## src/rtl/jesd_pkg.sv

```systemverilog
`default_nettype none
// ============================================================================
//  Module      : jesd_pkg
//  Description : Shared types and constants for the JESD204B transmit
//                link-layer sequencer (link-state encoding, ILAS config
//                multiframe index, error-counter width, saturating helper).
//  Revision    : 1.0 - initial release
// ============================================================================
package jesd_pkg;

  // Link-layer state; the encoding is visible on o_state
  typedef enum logic [1:0] {
    ST_CGS       = 2'd0,
    ST_WAIT_LMFC = 2'd1,
    ST_ILAS      = 2'd2,
    ST_DATA      = 2'd3
  } link_state_e;

  // ILAS multiframe that carries the link configuration data
  localparam logic [1:0] ILAS_CFG_MF_IDX = 2'd1;

  // Width of the optional error-report counter
  localparam int ERR_CNT_W = 8;

  // Increment that sticks at all-ones instead of wrapping
  function automatic logic [ERR_CNT_W-1:0] sat_inc(input logic [ERR_CNT_W-1:0] v);
    return (&v) ? v : v + ERR_CNT_W'(1);
  endfunction

endpackage
`default_nettype wire

```

## src/rtl/jesd_sync_detect.sv

```systemverilog
`default_nettype none
// ============================================================================
//  Module      : jesd_sync_detect
//  Description : SYNC~ low-run counter. Counts frame pulses seen while SYNC~
//                is low, flags a resync request once the run reaches
//                RESYNC_FRAMES, and flags an error-report pulse when SYNC~
//                rises after a shorter, non-empty run.
//  Revision    : 1.0 - initial release
// ============================================================================
module jesd_sync_detect #(
  parameter int RESYNC_FRAMES = 5
) (
  input  logic clk,
  input  logic rst_n,
  input  logic frame_i,
  input  logic sync_n_i,
  output logic resync_req_o,
  output logic err_pulse_o
);

  localparam logic [3:0] c_THRESH = 4'(RESYNC_FRAMES);

  logic [3:0] lowcnt_q;
  logic [3:0] lowcnt_d;

  // Next low-run count: any high SYNC~ clears it, a low frame pulse adds one
  always_comb begin
    lowcnt_d = lowcnt_q;
    if (sync_n_i) begin
      lowcnt_d = 4'd0;
    end else if (frame_i && (lowcnt_q < c_THRESH)) begin
      lowcnt_d = lowcnt_q + 4'd1;
    end
  end

  // Low-run counter register
  always_ff @(posedge clk) begin
    if (!rst_n) begin
      lowcnt_q <= 4'd0;
    end else begin
      lowcnt_q <= lowcnt_d;
    end
  end

  // Request is raised on the very frame pulse that completes the run, so
  // the sequencer drops to CGS one cycle after that pulse.
  assign resync_req_o = !sync_n_i && (lowcnt_d == c_THRESH);

  // A non-zero count implies SYNC~ was low on the previous cycle, so a high
  // SYNC~ with a short run is exactly a rising edge ending a short pulse.
  assign err_pulse_o  = sync_n_i && (lowcnt_q != 4'd0) && (lowcnt_q < c_THRESH);

endmodule
`default_nettype wire

```

## src/rtl/jesd_tx_link_ctrl.sv

```systemverilog
`default_nettype none
// ============================================================================
//  Module      : jesd_tx_link_ctrl
//  Description : JESD204B transmit link-layer sequencer. Steps the lane
//                through CGS, WAIT_LMFC, ILAS and DATA from the frame/LMFC
//                pulses and the receiver's SYNC~, and reports SYNC~ error
//                pulses. All outputs are registered.
//                Optional feature macro: JESD_TX_ERR_CNT_EN adds the
//                saturating error-report counter output o_err_cnt.
//  Revision    : 1.0 - initial release
// ============================================================================
module jesd_tx_link_ctrl
  import jesd_pkg::*;
#(
  parameter int ILAS_MF       = 4,
  parameter int RESYNC_FRAMES = 5
) (
  input  logic       clk,
  input  logic       rst_n,
  input  logic       i_frame_clk,
  input  logic       i_lmfc_clk,
  input  logic       i_sync_n,
  output logic [1:0] o_state,
  output logic       o_cgs_en,
  output logic       o_ilas_en,
  output logic [1:0] o_ilas_mf_idx,
  output logic       o_ilas_cfg_mf,
  output logic       o_data_en,
  output logic       o_err_rpt
`ifdef JESD_TX_ERR_CNT_EN
  ,
  output logic [ERR_CNT_W-1:0] o_err_cnt
`endif
);

  localparam logic [1:0] c_MF_LAST = 2'(ILAS_MF - 1);

  link_state_e state_q;
  link_state_e state_d;
  logic [1:0]  mf_idx_q;
  logic [1:0]  mf_idx_d;
  logic        err_d;
  logic        lmfc_prev_q;
  logic        lb;
  logic        resync_req;
  logic        err_pulse;

  jesd_sync_detect #(
    .RESYNC_FRAMES (RESYNC_FRAMES)
  ) u_sync_detect (
    .clk          (clk),
    .rst_n        (rst_n),
    .frame_i      (i_frame_clk),
    .sync_n_i     (i_sync_n),
    .resync_req_o (resync_req),
    .err_pulse_o  (err_pulse)
  );

  // LMFC rising-edge detect; resets high so a pulse already high at reset
  // release is not mistaken for a boundary.
  always_ff @(posedge clk) begin
    if (!rst_n) begin
      lmfc_prev_q <= 1'b1;
    end else begin
      lmfc_prev_q <= i_lmfc_clk;
    end
  end

  assign lb = i_lmfc_clk & ~lmfc_prev_q;

  // Next-state logic: resync beats an LMFC boundary, low SYNC~ in WAIT_LMFC
  // beats an LMFC boundary.
  always_comb begin
    state_d  = state_q;
    mf_idx_d = mf_idx_q;
    err_d    = 1'b0;
    case (state_q)
      ST_CGS: begin
        if (i_frame_clk && i_sync_n) begin
          state_d = ST_WAIT_LMFC;
        end
      end
      ST_WAIT_LMFC: begin
        if (!i_sync_n) begin
          state_d = ST_CGS;
        end else if (lb) begin
          state_d  = ST_ILAS;
          mf_idx_d = 2'd0;
        end
      end
      ST_ILAS: begin
        if (resync_req) begin
          state_d = ST_CGS;
        end else if (lb) begin
          if (mf_idx_q == c_MF_LAST) begin
            state_d = ST_DATA;
          end else begin
            mf_idx_d = mf_idx_q + 2'd1;
          end
        end
      end
      ST_DATA: begin
        if (resync_req) begin
          state_d = ST_CGS;
        end else if (err_pulse) begin
          err_d = 1'b1;
        end
      end
      default: begin
        state_d = ST_CGS;
      end
    endcase
    // The multiframe index is only meaningful in ILAS; park it at zero so a
    // later relink always restarts from the first multiframe.
    if (state_d != ST_ILAS) begin
      mf_idx_d = 2'd0;
    end
  end

  // State register and output decode, all registered from the next state
  always_ff @(posedge clk) begin
    if (!rst_n) begin
      state_q       <= ST_CGS;
      mf_idx_q      <= 2'd0;
      o_cgs_en      <= 1'b1;
      o_ilas_en     <= 1'b0;
      o_ilas_cfg_mf <= 1'b0;
      o_data_en     <= 1'b0;
      o_err_rpt     <= 1'b0;
    end else begin
      state_q       <= state_d;
      mf_idx_q      <= mf_idx_d;
      o_cgs_en      <= (state_d == ST_CGS) || (state_d == ST_WAIT_LMFC);
      o_ilas_en     <= (state_d == ST_ILAS);
      o_ilas_cfg_mf <= (state_d == ST_ILAS) && (mf_idx_d == ILAS_CFG_MF_IDX);
      o_data_en     <= (state_d == ST_DATA);
      o_err_rpt     <= err_d;
    end
  end

  assign o_state       = state_q;
  assign o_ilas_mf_idx = mf_idx_q;

`ifdef JESD_TX_ERR_CNT_EN
  logic [ERR_CNT_W-1:0] err_cnt_q;

  // Error-report counter: cleared whenever the link falls back to CGS,
  // updated in step with o_err_rpt.
  always_ff @(posedge clk) begin
    if (!rst_n) begin
      err_cnt_q <= '0;
    end else if (state_d == ST_CGS) begin
      err_cnt_q <= '0;
    end else if (err_d) begin
      err_cnt_q <= sat_inc(err_cnt_q);
    end
  end

  assign o_err_cnt = err_cnt_q;
`endif

endmodule
`default_nettype wire

```

## config.mk

```make
export PLATFORM = sky130hd
export DESIGN_NAME = jesd_tx_link_ctrl
export DESIGN_NICKNAME = d
export VERILOG_FILES = /design/src/rtl/jesd_pkg.sv /design/src/rtl/jesd_sync_detect.sv /design/src/rtl/jesd_tx_link_ctrl.sv
export SDC_FILE = /design/constraint.sdc
export NUM_CORES = 1
export LEC_CHECK = 0
export BUFFER_PORTS_ARGS = -buffer_cell sky130_fd_sc_hd__buf_2
export CORE_MARGIN = 4
export CORE_UTILIZATION = 57
export CTS_CLUSTER_DIAMETER = 30
export DETAILED_ROUTE_END_ITERATION = 10
export GPL_TIMING_DRIVEN = 1
export PLACE_DENSITY = 0.88
export SETUP_SLACK_MARGIN = 0.05
export SLEW_MARGIN = 20
export SYNTH_ARGS = -nofsm -noshare
export SYNTH_HDL_FRONTEND = slang
export SYNTH_SLANG_ARGS = --single-unit
export TNS_END_PERCENT = 5
```

## constraint.sdc

```tcl
create_clock -name clk -period 4.7 [get_ports clk]
set_clock_uncertainty 0.05 [all_clocks]
set_input_delay 0.705 -clock clk [delete_from_list [all_inputs] [get_ports clk]]
set_output_delay 0.705 -clock clk [all_outputs]
set_load 0.005 [all_outputs]
```

# ---- Word-level counts from Yosys, hierarchy flattened
# Cells that the tools add are included.
dict set report totals {
  reg_bits 14
  input_bits 5
  wordCells 56
}
dict set report op_classes {
  n_addsub 2
  magnitude_cmp 1
  eq_ne 10
  n_mux 18
  n_bitwise 4
  n_reduce_logical 12
}
# cell count
set op_table {}
lappend op_table {{$mux 2} 13}
lappend op_table {{$eq 2x2->1 const B} 5}
lappend op_table {{$mux 4} 2}
lappend op_table {{$pmux 2 s4} 1}
lappend op_table {{$eq 2x1->1 const B} 3}
lappend op_table {{$logic_and 1x1->1} 6}
lappend op_table {{$add 4x1->4 const B} 1}
lappend op_table {{$eq 4x3->1 const B} 1}
lappend op_table {{$logic_not 2->1} 2}
lappend op_table {{$lt 4x3->1 const B} 1}
lappend op_table {{$pmux 2 s2} 1}
lappend op_table {{$reduce_bool 4->1} 1}
lappend op_table {{$not 1->1} 3}
lappend op_table {{$reduce_or 3->1} 1}
lappend op_table {{$add 2x1->2 const B} 1}
lappend op_table {{$ne 2x2->1 const B} 1}
lappend op_table {{$and 1x1->1} 1}
lappend op_table {{$logic_not 1->1} 1}
lappend op_table {{$logic_or 1x1->1} 1}
lappend op_table {{$mux 1} 1}

# ---- Depth between registers and ports, before layout
# Gate-level depths: netlist of the first run.
dict set report logic_depth {
  word_depth 12
  mapped_depth 7
  depth_no_buf 7
}

# ---- Cells and area by module
# A second synthesis of the first run with hierarchy kept.
dict set report unflattened {
  hier_cells 79
  hier_area_um2 767.0
}
# mod instances cells_per_inst area_per_inst_um2 seq_area_each_um2
set by_module_without_submodules {}
lappend by_module_without_submodules {jesd_tx_link_ctrl 1 48 489.2 200.2}
lappend by_module_without_submodules {jesd_sync_detect 1 31 277.8 80.1}

# ---- Least setup slack after synthesis of the first run
# No wires, ideal clock.
dict set report synth_timing {
  path_type {flip-flop to flip-flop}
  from {reg u_sync_detect.lowcnt_q[0]}
  to {reg mf_idx_q[1], in the netlist o_ilas_mf_idx[1]}
  setup_time_ps 126
  arrival_time_ps 1692
  slack_ps 2832
  stages_incl_launch_ff 8
  n_path_buf 0
  synth_period_minus_slack_ps 1868
  path_cell_list {dfxtp_1 inv_1 ha_1 and4_2 nor4_4 o21ai_2 a32o_1 nor3b_2}
}
dict set report synth_via {
  elab_chain_cells 10
  elab_cells_between_ends 14
  cone_classes {1 x add/sub; 1 x order compare; 2 x eq/ne; 8 x mux; 2 x reduce/logical}
}
# element line
set synth_rtl {}
lappend synth_rtl {{from (decl)} jesd_sync_detect.sv:23} ;# logic [3:0] lowcnt_q;
lappend synth_rtl {{from (signal assigned)} jesd_sync_detect.sv:41} ;# lowcnt_q <= lowcnt_d;
lappend synth_rtl {{$lt 4x3->1} jesd_sync_detect.sv:31} ;# end else if (frame_i && (lowcnt_q < c_THRESH)) begin
lappend synth_rtl {{$logic_and 1x1->1} jesd_sync_detect.sv:31}
lappend synth_rtl {{$mux 4 (*)} jesd_sync_detect.sv:31}
lappend synth_rtl {{$mux 4 (*)} jesd_sync_detect.sv:29} ;# if (sync_n_i) begin
lappend synth_rtl {{$eq 4x3->1 (*)} jesd_sync_detect.sv:47} ;# assign resync_req_o = !sync_n_i && (lowcnt_d == c_THRESH);
lappend synth_rtl {{$logic_and 1x1->1 (*)} jesd_sync_detect.sv:47}
lappend synth_rtl {{$mux 2 (on tied branches)} {jesd_tx_link_ctrl.sv:103, jesd_tx_link_ctrl.sv:92}}
lappend synth_rtl {{$pmux 2 s4} jesd_tx_link_ctrl.sv:77} ;# case (state_q)
lappend synth_rtl {{$ne 2x2->1} jesd_tx_link_ctrl.sv:115} ;# if (state_d != ST_ILAS) begin
lappend synth_rtl {{$mux 2 (*)} jesd_tx_link_ctrl.sv:115}
lappend synth_rtl {{to (signal assigned)} jesd_tx_link_ctrl.sv:132} ;# mf_idx_q <= mf_idx_d;
lappend synth_rtl {{to (decl)} jesd_tx_link_ctrl.sv:40} ;# logic [1:0] mf_idx_q;
# Every way passes the cells marked *; elsewhere a longest branch is shown, timed or not.
# A chain may end at the register's enable or synchronous reset.

# ---- Worst setup path in the final report of the first run
# Same ends and word-level chain as after synthesis.

==> results of run 1 <==
## layer usage
metal	vias up	track usage
met5	-	0
met4	0	0.08523
met3	5	0.02734
met2	16	0.2747
met1	293	0.2512
li1	345	-
## layout by cell type, fill, tap and decap left out, types with 3 or more instances in the layout
cell type	synthesis	routed
inv_1	7	7
nand2_1	8	8
o21ai_0	3	3
nand3b_1	3	3
buf_2	0	13
nor2_1	10	10
clkbuf_4	0	3
dfxtp_1	14	14
a21oi_1	5	5
ha_1	6	6
## worst max-delay path, cell delays in order (launching register included)
cell     delay, ns
dfxtp_1       0.49
inv_1         0.08
ha_1          0.27
and4_2        0.27
nor4_4        0.20
o21ai_2       0.14
a32o_1        0.27
nor3b_2       0.16
## cells by family after synthesis
| family | Yosys count |
|---|---|
| AO/OA/AOI/OAI | 21 |
| XOR/XNOR | 3 |
| adder cells (fa/ha/maj) | 6 |
| buffers and inverters | 7 |
| flip-flops | 14 |
| AND/OR/NAND/NOR | 37 |
## registers in the layout, summed over array words and instances, names as in the netlist
name	count
u_sync_detect.lowcnt_q	4
o_data_en	1
o_ilas_en	1
o_cgs_en	1
lmfc_prev_q	1
o_ilas_cfg_mf	1
o_ilas_mf_idx	2
o_err_rpt	1
o_state	2
## area by class of cell
class                      count  share of cell area
inverter                       7             0.02767
sequential                    14              0.2951
tap                           15             0.01976
timing repair buffer          13             0.06851
clock buffer                   4             0.03821
multi-input combinational     67              0.5507
## worst paths after layout
path,start,to,cells past startpoint
min reg2reg,u_sync_detect.lowcnt_q[3],o_err_rpt,1
min,u_sync_detect.lowcnt_q[3],o_err_rpt,1
max reg2reg,u_sync_detect.lowcnt_q[0],o_ilas_mf_idx[1],7
max,u_sync_detect.lowcnt_q[0],o_ilas_mf_idx[1],7
## power by group
part	switching [mW]	internal (mW)
clock network	0.0383	0.0471
logic	0.0841	0.0573
registers	0.0136	0.134
## through the flow
stage | cell area (um2) | std cells
finish | 949.7 | 120
global route | 949.7 | 120
CTS | 949.7 | 120
detailed placement | 913.4 | 116
global placement | 913.4 | 116
floorplan | 829.5 | 88
==> impl_metrics.csv, run 1 <==
group,metric,value,unit
sta,fin_ws,2.657,ns
layout,fin_nets,117,
synthesis,synth_top_cells_by_count,"dfxtp_1 (14), nor2_1 (10), nand2_1 (8), inv_1 (7), ha_1 (6)",
critical_path,crit_path_end_kind,"flip-flop",
floorplanning,num_rows,13,
sta,worstMarginPinSlew,0.3918,ns
floorplanning,core_area,0.001334,mm2
layout,regArea,280.3,um2
route,dr_wl_met3,89,um
synthesis,synthMuxAreaShare,0,
floorplanning,initial_core_util,0.6220,
route,first_iter_violations,5,
critical_path,cp-start-kind,"flip-flop",
power_and_ir_drop,power,0.3744,mW
clocking,tritoncts,"built",
sta,worst_hold_slack,0.5200,ns
global_routing,grt.overflow.total,0,
synthesis,synth_flop_cell,"dfxtp_1",
sta,setup_violations,0,
synthesis,syn_avg_cell_area,9.427,um2
floorplanning,fp.dieW,46.15,um
route,avgRoutedWirePerCell,13.64,um
route,top_layer_used,"met4",
synthesis,synth.distinct_cells,35,
sta,drv_slew,0,
synthesis,synthAdderAreaFrac,0.09050,
synthesis,netlist_instances,88,
layout,multi_input_area,523.0,um2
layout,fin_util,0.7120,
sta,period_minus_slack,2.043,ns
power_and_ir_drop,p_leak,0.3830,nW
synthesis,synthXorXnorAreaFrac,0.03167,
critical_path,crit_type,"reg -> reg",
power_and_ir_drop,vdd_drop_max,0.0002159,V
clocking,cts_root_buf,"clkbuf_4",
global_routing,grt_antenna_before_repair,0,
sta,rsz0062_at_grt,"false",
place,numPortBuffers,13,
place,place_ws,2.650,ns
critical_path,r2r_setup_slack,2.66,ns
power_and_ir_drop,p_per_area,394.2,mW/mm2
route,viasPerCell,5.492,
sta,timing.final.crit_share,0.4347,
layout,antenna_cells,0,
route,antenna_left,0,
layout,n_fill_cell,114,
clocking,numCtsBuffers,3,
clocking,clock_sinks,14,
clocking,htree_levels,1,
place,dp_hpwl,1311,um
route,firstDrtPassIters,4,
synthesis,ys_seq_elements,14,
clocking,cts_max_path_buffers,2,
floorplanning,chipHeight,46.15,um
clocking,ctsHoldBuffers,0,
critical_path,crit_required,4.81,ns
critical_path,arrival,2.16,ns
synthesis,yosysTopAreaCell,"dfxtp_1",
route,m1WireLength,772,um
critical_path,crit_fanout,6,
run,maxCapViolations,0,
synthesis,synth_top_family_by_area,"simple AND/OR/NAND/NOR gates",
status,outcome,"finished clean",
synthesis,synth_simple_gate_area_share,0.3062,
synthesis,synthTopCellsByArea,"dfxtp_1 (34%), ha_1 (9.0%), nor4_4 (5.1%)",
synthesis,yosys_warnings,0,
hold_path,holdCritPathClass,"reg -> reg",
place,gp_congestion,0.8532,
sta,fmax,489.4,MHz
sta,slew_headroom,0.7372,
synthesis,synth_top_area_share,0.3379,
clocking,clock_latency,0.28,ns
floorplanning,io_pins,14,
clocking,ctsResizeCount,0,
route,vias,659,
floorplanning,dieArea,0.002130,mm2
synthesis,synth_compound_area_frac,0.2021,
clocking,cts_setup_buffers,0,
route,dr_wl_met2,742,um
layout,drive_above_1_share,0.2762,
synthesis,ys_seq_area_frac,0.3379,
sta,hold_violations,0,
route,wl,1637,um
synthesis,yosysMostFrequentCell,"dfxtp_1",
synthesis,synth-edff-count,0,
synthesis,async_reset_ff_frac,0,
global_routing,grt_pass1_vias,632,
synthesis,syn_nets,99,
global_routing,track_usage,0.1824,
layout,area_growth,14.48,%
global_routing,grt_pass1_wl,2808,um
global_routing,grt_max_degree,9,
route,drc,0,
synthesis,syn_area,829.5,um2
sta,fin_setup_tns,0,ns
clocking,path_clk_slew,0.08,ns
Power figures use the tool's default switching activity.
==> run 2: changes to the inputs <==
- CORE_UTILIZATION: 57 -> 48
- PLACE_DENSITY: 0.88 -> 0.8
- clock period: 4.7 -> 1.7 ns (I/O delays scaled with it)
==> impl_metrics.csv, run 2 (synthesis gave the netlist of run 1 again) <==
group,metric,value,unit
place,place_inst,129,
clocking,cts_max_path_buffers,2,
critical_path,cp-start-kind,"flip-flop",
global_routing,grt_pass1_vias,687,
layout,multi_input_area,528.0,um2
critical_path,crit_buf_inv,2,
power_and_ir_drop,swShare,0.3384,
critical_path,crit_type,"reg -> reg",
route,antenna_left,0,
critical_path,arrival,1.85,ns
clocking,numCtsBuffers,3,
sta,slew_headroom,0.7754,
place,gp_congestion,0.8992,
global_routing,grt.overflow.total,0,
route,drc,0,
clocking,cts_setup_buffers,0,
sta,fin_setup_tns,-0.08387,ns
critical_path,slowest_delay,0.36,ns
power_and_ir_drop,p_per_area,1097,mW/mm2
hold_path,holdCritPathClass,"in -> reg",
route,firstDrtPassIters,4,
sta,worstMarginPinSlew,0.3357,ns
floorplanning,initial_core_util,0.5262,
power_and_ir_drop,switchingPower,0.3919,mW
global_routing,grt_max_degree,9,
critical_path,path_cells,"inv_1 -> ha_2 -> buf_6 -> nor2b_4 -> o211a_1 -> o21ai_2 -> a32o_1 -> nor3b_2",
clocking,cts_root_buf,"clkbuf_4",
sta,rsz0062_at_grt,"true",
place,numPortBuffers,13,
critical_path,worst_path_max_delay_cell,"dfxtp_4",
status,outcome,"finished with violations",
clocking,htree_levels,1,
route,vias,719,
floorplanning,num_rows,14,
route,wl,1766,um
power_and_ir_drop,vdd_drop_max,0.0007567,V
sta,setup_violations,4,
clocking,path_clk_slew,0.09,ns
critical_path,crit_path_end_kind,"flip-flop",
layout,largest_register,"u_sync_detect.lowcnt_q",
sta,hold_violations,0,
floorplanning,core_area,0.001577,mm2
layout,final_cell_mix,"buf_2 (13), dfxtp_1 (11), buf_4 (11)",
global_routing,grt_antenna_before_repair,0,
route,avgRoutedWirePerCell,13.28,um
floorplanning,io_pins,14,
run,maxCapViolations,0,
global_routing,track_usage,0.1519,
clocking,ctsHoldBuffers,0,
layout,drive_above_1_share,0.4017,
power_and_ir_drop,p_seq_frac,0.339,
sta,period_minus_slack,1.732,ns
sta,fin_ws,-0.03175,ns
sta,fmax,577.5,MHz
power_and_ir_drop,p_int,0.7661,mW
critical_path,crit_required,1.82,ns
place,dp_hpwl,1390,um
floorplanning,chipHeight,49.57,um
power_and_ir_drop,p_leak,0.4426,nW
layout,fin_util,0.6698,
floorplanning,fp.dieW,49.57,um
layout,n_fill_cell,130,
layout,final_cells,133,
layout,regArea,286.5,um2
sta,worst_hold_slack,0.1488,ns
route,viasPerCell,5.406,
layout,area_growth,27.30,%
clocking,clock_latency,0.28,ns
sta,timing.final.crit_share,1.019,
layout,antenna_cells,0,
global_routing,grt_pass1_wl,2987,um
layout,final_common_cell,"buf_2",
status,violations,"setup timing",
layout,fin_nets,129,
sta,drv_slew,0,
power_and_ir_drop,p_comb_frac,0.458,
critical_path,crit_fanout,4,
floorplanning,dieArea,0.002457,mm2
clocking,clock_sinks,14,
route,first_iter_violations,10,
layout,largest_reg_flops,4,
place,place_ws,-0.07742,ns
critical_path,crit_family,"compound AO/OA/AOI/OAI gates",
clocking,tritoncts,"built",
power_and_ir_drop,pwr-share-clk,0.203,
-- run 2: stage by stage --
stage	total power [mW]	instance area, um2
finish	1.158	1056
global route	1.239	1056
CTS	1.167	1055
detailed placement	0.9161	1011
global placement	0.9031	1011
floorplan	0.6819	835.8
-- run 2: final timing paths --
check	from	endpoint	slack, ns	cells after the start
setup / recovery	u_sync_detect.lowcnt_q[0]	o_ilas_mf_idx[1]	-0.03	8
hold / removal	i_lmfc_clk	lmfc_prev_q	0.15	2
setup reg to reg	u_sync_detect.lowcnt_q[0]	o_ilas_mf_idx[1]	-0.03	8
hold reg to reg	u_sync_detect.lowcnt_q[3]	o_err_rpt	0.52	1
-- run 2: area by class of cell --
class	instances	share of cell area
tap	16	0.01896
multi-input combinational	67	0.5000
inverter	7	0.02488
sequential	14	0.2713
clock buffer	4	0.03436
timing repair buffer	25	0.1505
-- run 2: repair_timing --
| action | CTS | global route |
|---|---|---|
| pin swaps | 3 | 1 |
| gates resized for setup | 4 | 1 |
| setup endpoints to repair | 8 | 8 |
-- run 2: per-layer routing --
| metal | part of all wire | wire length [um] | vias up | track usage |
|---|---|---|---|---|
| li1 | - | - | 369 | - |
| met1 | 0.48 | 851 | 331 | 0.2007 |
| met2 | 0.46 | 820 | 17 | 0.2467 |
| met3 | 0.046 | 82 | 2 | 0.03313 |
| met4 | 0.0062 | 11 | 0 | 0.04147 |
| met5 | 0 | 0 | - | 0 |
-- run 2: power groups by stage --
stage	sequential, mW	clock (mW)	combinational [mW]
2_1_floorplan	0.412	0	0.270
3_3_place_gp	0.395	0	0.508
3_5_place_dp	0.396	0	0.520
4_1_cts	0.390	0.246	0.530
5_1_grt	0.396	0.260	0.583
6_report	0.392	0.236	0.530
==> run 3: changes to the inputs <==
- CORE_UTILIZATION: 48 -> 53
- PLACE_DENSITY: 0.8 -> 0.83
- clock period: 1.7 -> 1.88 ns (I/O delays scaled with it)
==> impl_metrics.csv, run 3 (synthesis gave the netlist of run 1 again) <==
group,metric,value,unit
power_and_ir_drop,swShare,0.3615,
route,avgRoutedWirePerCell,13.58,um
layout,regArea,286.5,um2
sta,worstMarginPinSlew,0.3494,ns
layout,n_fill_cell,113,
run,maxCapViolations,0,
route,viasPerCell,5.624,
clocking,cts_root_buf,"clkbuf_4",
hold_path,holdCritPathClass,"in -> reg",
critical_path,cp-start-kind,"flip-flop",
clocking,clock_latency,0.28,ns
global_routing,grt.overflow.total,0,
critical_path,arrival,1.95,ns
power_and_ir_drop,p_per_area,952.6,mW/mm2
route,wl,1697,um
global_routing,grt_pass1_wl,2711,um
floorplanning,initial_core_util,0.5571,
clocking,htree_levels,1,
sta,fin_setup_tns,0,ns
place,gp_congestion,0.8956,
layout,area_growth,22.02,%
power_and_ir_drop,p_seq_frac,0.379,
place,dp_hpwl,1278,um
floorplanning,io_pins,14,
critical_path,crit_required,2.00,ns
power_and_ir_drop,vdd_drop_max,0.0004573,V
sta,setup_violations,0,
layout,largest_reg_flops,4,
critical_path,r2r_setup_slack,0.05,ns
layout,fin_nets,121,
sta,fmax,546.7,MHz
sta,timing.final.crit_share,0.9729,
sta,slew_headroom,0.7662,
layout,drive_above_1_share,0.3853,
critical_path,crit_type,"reg -> reg",
critical_path,crit_fanout,5,
global_routing,grt_antenna_before_repair,0,
floorplanning,fp.dieW,47.56,um
place,place_inst,120,
power_and_ir_drop,pwr-share-clk,0.225,
sta,drv_slew,0,
floorplanning,num_rows,14,
critical_path,crit_path_end_kind,"flip-flop",
power_and_ir_drop,switchingPower,0.3486,mW
clocking,ctsHoldBuffers,0,
layout,final_cell_mix,"buf_2 (13), dfxtp_1 (11), nor2_1 (10)",
route,antenna_left,0,
clocking,tritoncts,"built",
status,outcome,"finished clean",
clocking,path_clk_slew,0.08,ns
route,vias,703,
route,first_iter_violations,12,
sta,period_minus_slack,1.829,ns
global_routing,grt_max_degree,9,
layout,largest_register,"u_sync_detect.lowcnt_q",
power_and_ir_drop,p_leak,0.4104,nW
power_and_ir_drop,p_comb_frac,0.395,
route,firstDrtPassIters,4,
layout,fin_util,0.6798,
sta,hold_violations,0,
place,numPortBuffers,13,
layout,final_cells,125,
floorplanning,core_area,0.001489,mm2
layout,final_common_cell,"buf_2",
floorplanning,chipHeight,47.56,um
power_and_ir_drop,p_int,0.6156,mW
clocking,cts_max_path_buffers,2,
floorplanning,dieArea,0.002262,mm2
layout,antenna_cells,0,
sta,rsz0062_at_grt,"true",
route,drc,0,
global_routing,track_usage,0.1739,
sta,worst_hold_slack,0.1685,ns
clocking,clock_sinks,14,
clocking,numCtsBuffers,3,
global_routing,grt_pass1_vias,635,
layout,multi_input_area,545.5,um2
==> run 3: power by group through the flow <==
stage | Clock (mW) | Sequential [mW] | Combinational, mW
2_1_floorplan | 0 | 0.374 | 0.243
3_3_place_gp | 0 | 0.367 | 0.355
3_5_place_dp | 0 | 0.369 | 0.361
4_1_cts | 0.228 | 0.363 | 0.365
5_1_grt | 0.237 | 0.369 | 0.423
6_report | 0.217 | 0.366 | 0.381
==> run 3: final cells by class <==
type                       instances  area share
multi-input combinational         67      0.5389
sequential                        14      0.2831
timing repair buffer              17     0.09394
clock buffer                       4     0.03585
inverter                           7     0.02843
tap                               16     0.01978
==> run 3: final timing paths <==
check                                  from                   endpoint  cells past startpoint
setup / recovery  u_sync_detect.lowcnt_q[0]           o_ilas_mf_idx[1]                      7
hold reg to reg   u_sync_detect.lowcnt_q[1]  u_sync_detect.lowcnt_q[3]                      2
hold / removal                   i_lmfc_clk                lmfc_prev_q                      2
setup reg to reg  u_sync_detect.lowcnt_q[0]           o_ilas_mf_idx[1]                      7
==> run 3: timing repair <==
| action | 4_1_cts | 5_1_grt |
|---|---|---|
| buffers inserted | 0 | 1 |
| resized for setup | 1 | 13 |
| hold endpoints to repair | 0 | 0 |
| pin swaps | 0 | 7 |
| endpoints found under the setup margin | 3 | 7 |
==> run 3: layer usage <==
metal  wire length [um]  global-route usage  up-vias  part of all wire
met2                794              0.2487       17              0.47
met1                771              0.2404      326              0.45
li1                   -                   -      355                 -
met4                 41             0.09677        0             0.024
met3                 90             0.03759        5             0.053
met5                  0                   0        -                 0
==> run 3: metrics by stage <==
step	setup WS, ns	power, mW	cell area, um2
after CTS	0.02119	0.9561	974.7
after global routing	-0.02342	1.030	1012
after detailed placement	-0.01758	0.7298	938.4
after floorplan	0.08792	0.6167	830.8
after global placement	0.07272	0.7212	938.4
final	0.05099	0.9643	1012
==> run 3: critical path, cell delays in order (launching register included) <==
cell and delay, ns:
dfxtp_4 0.39, inv_4 0.04, ha_4 0.15, and4_4 0.19
nor4_4 0.32, o21ai_2 0.14, a32o_2 0.29, nor3b_2 0.15
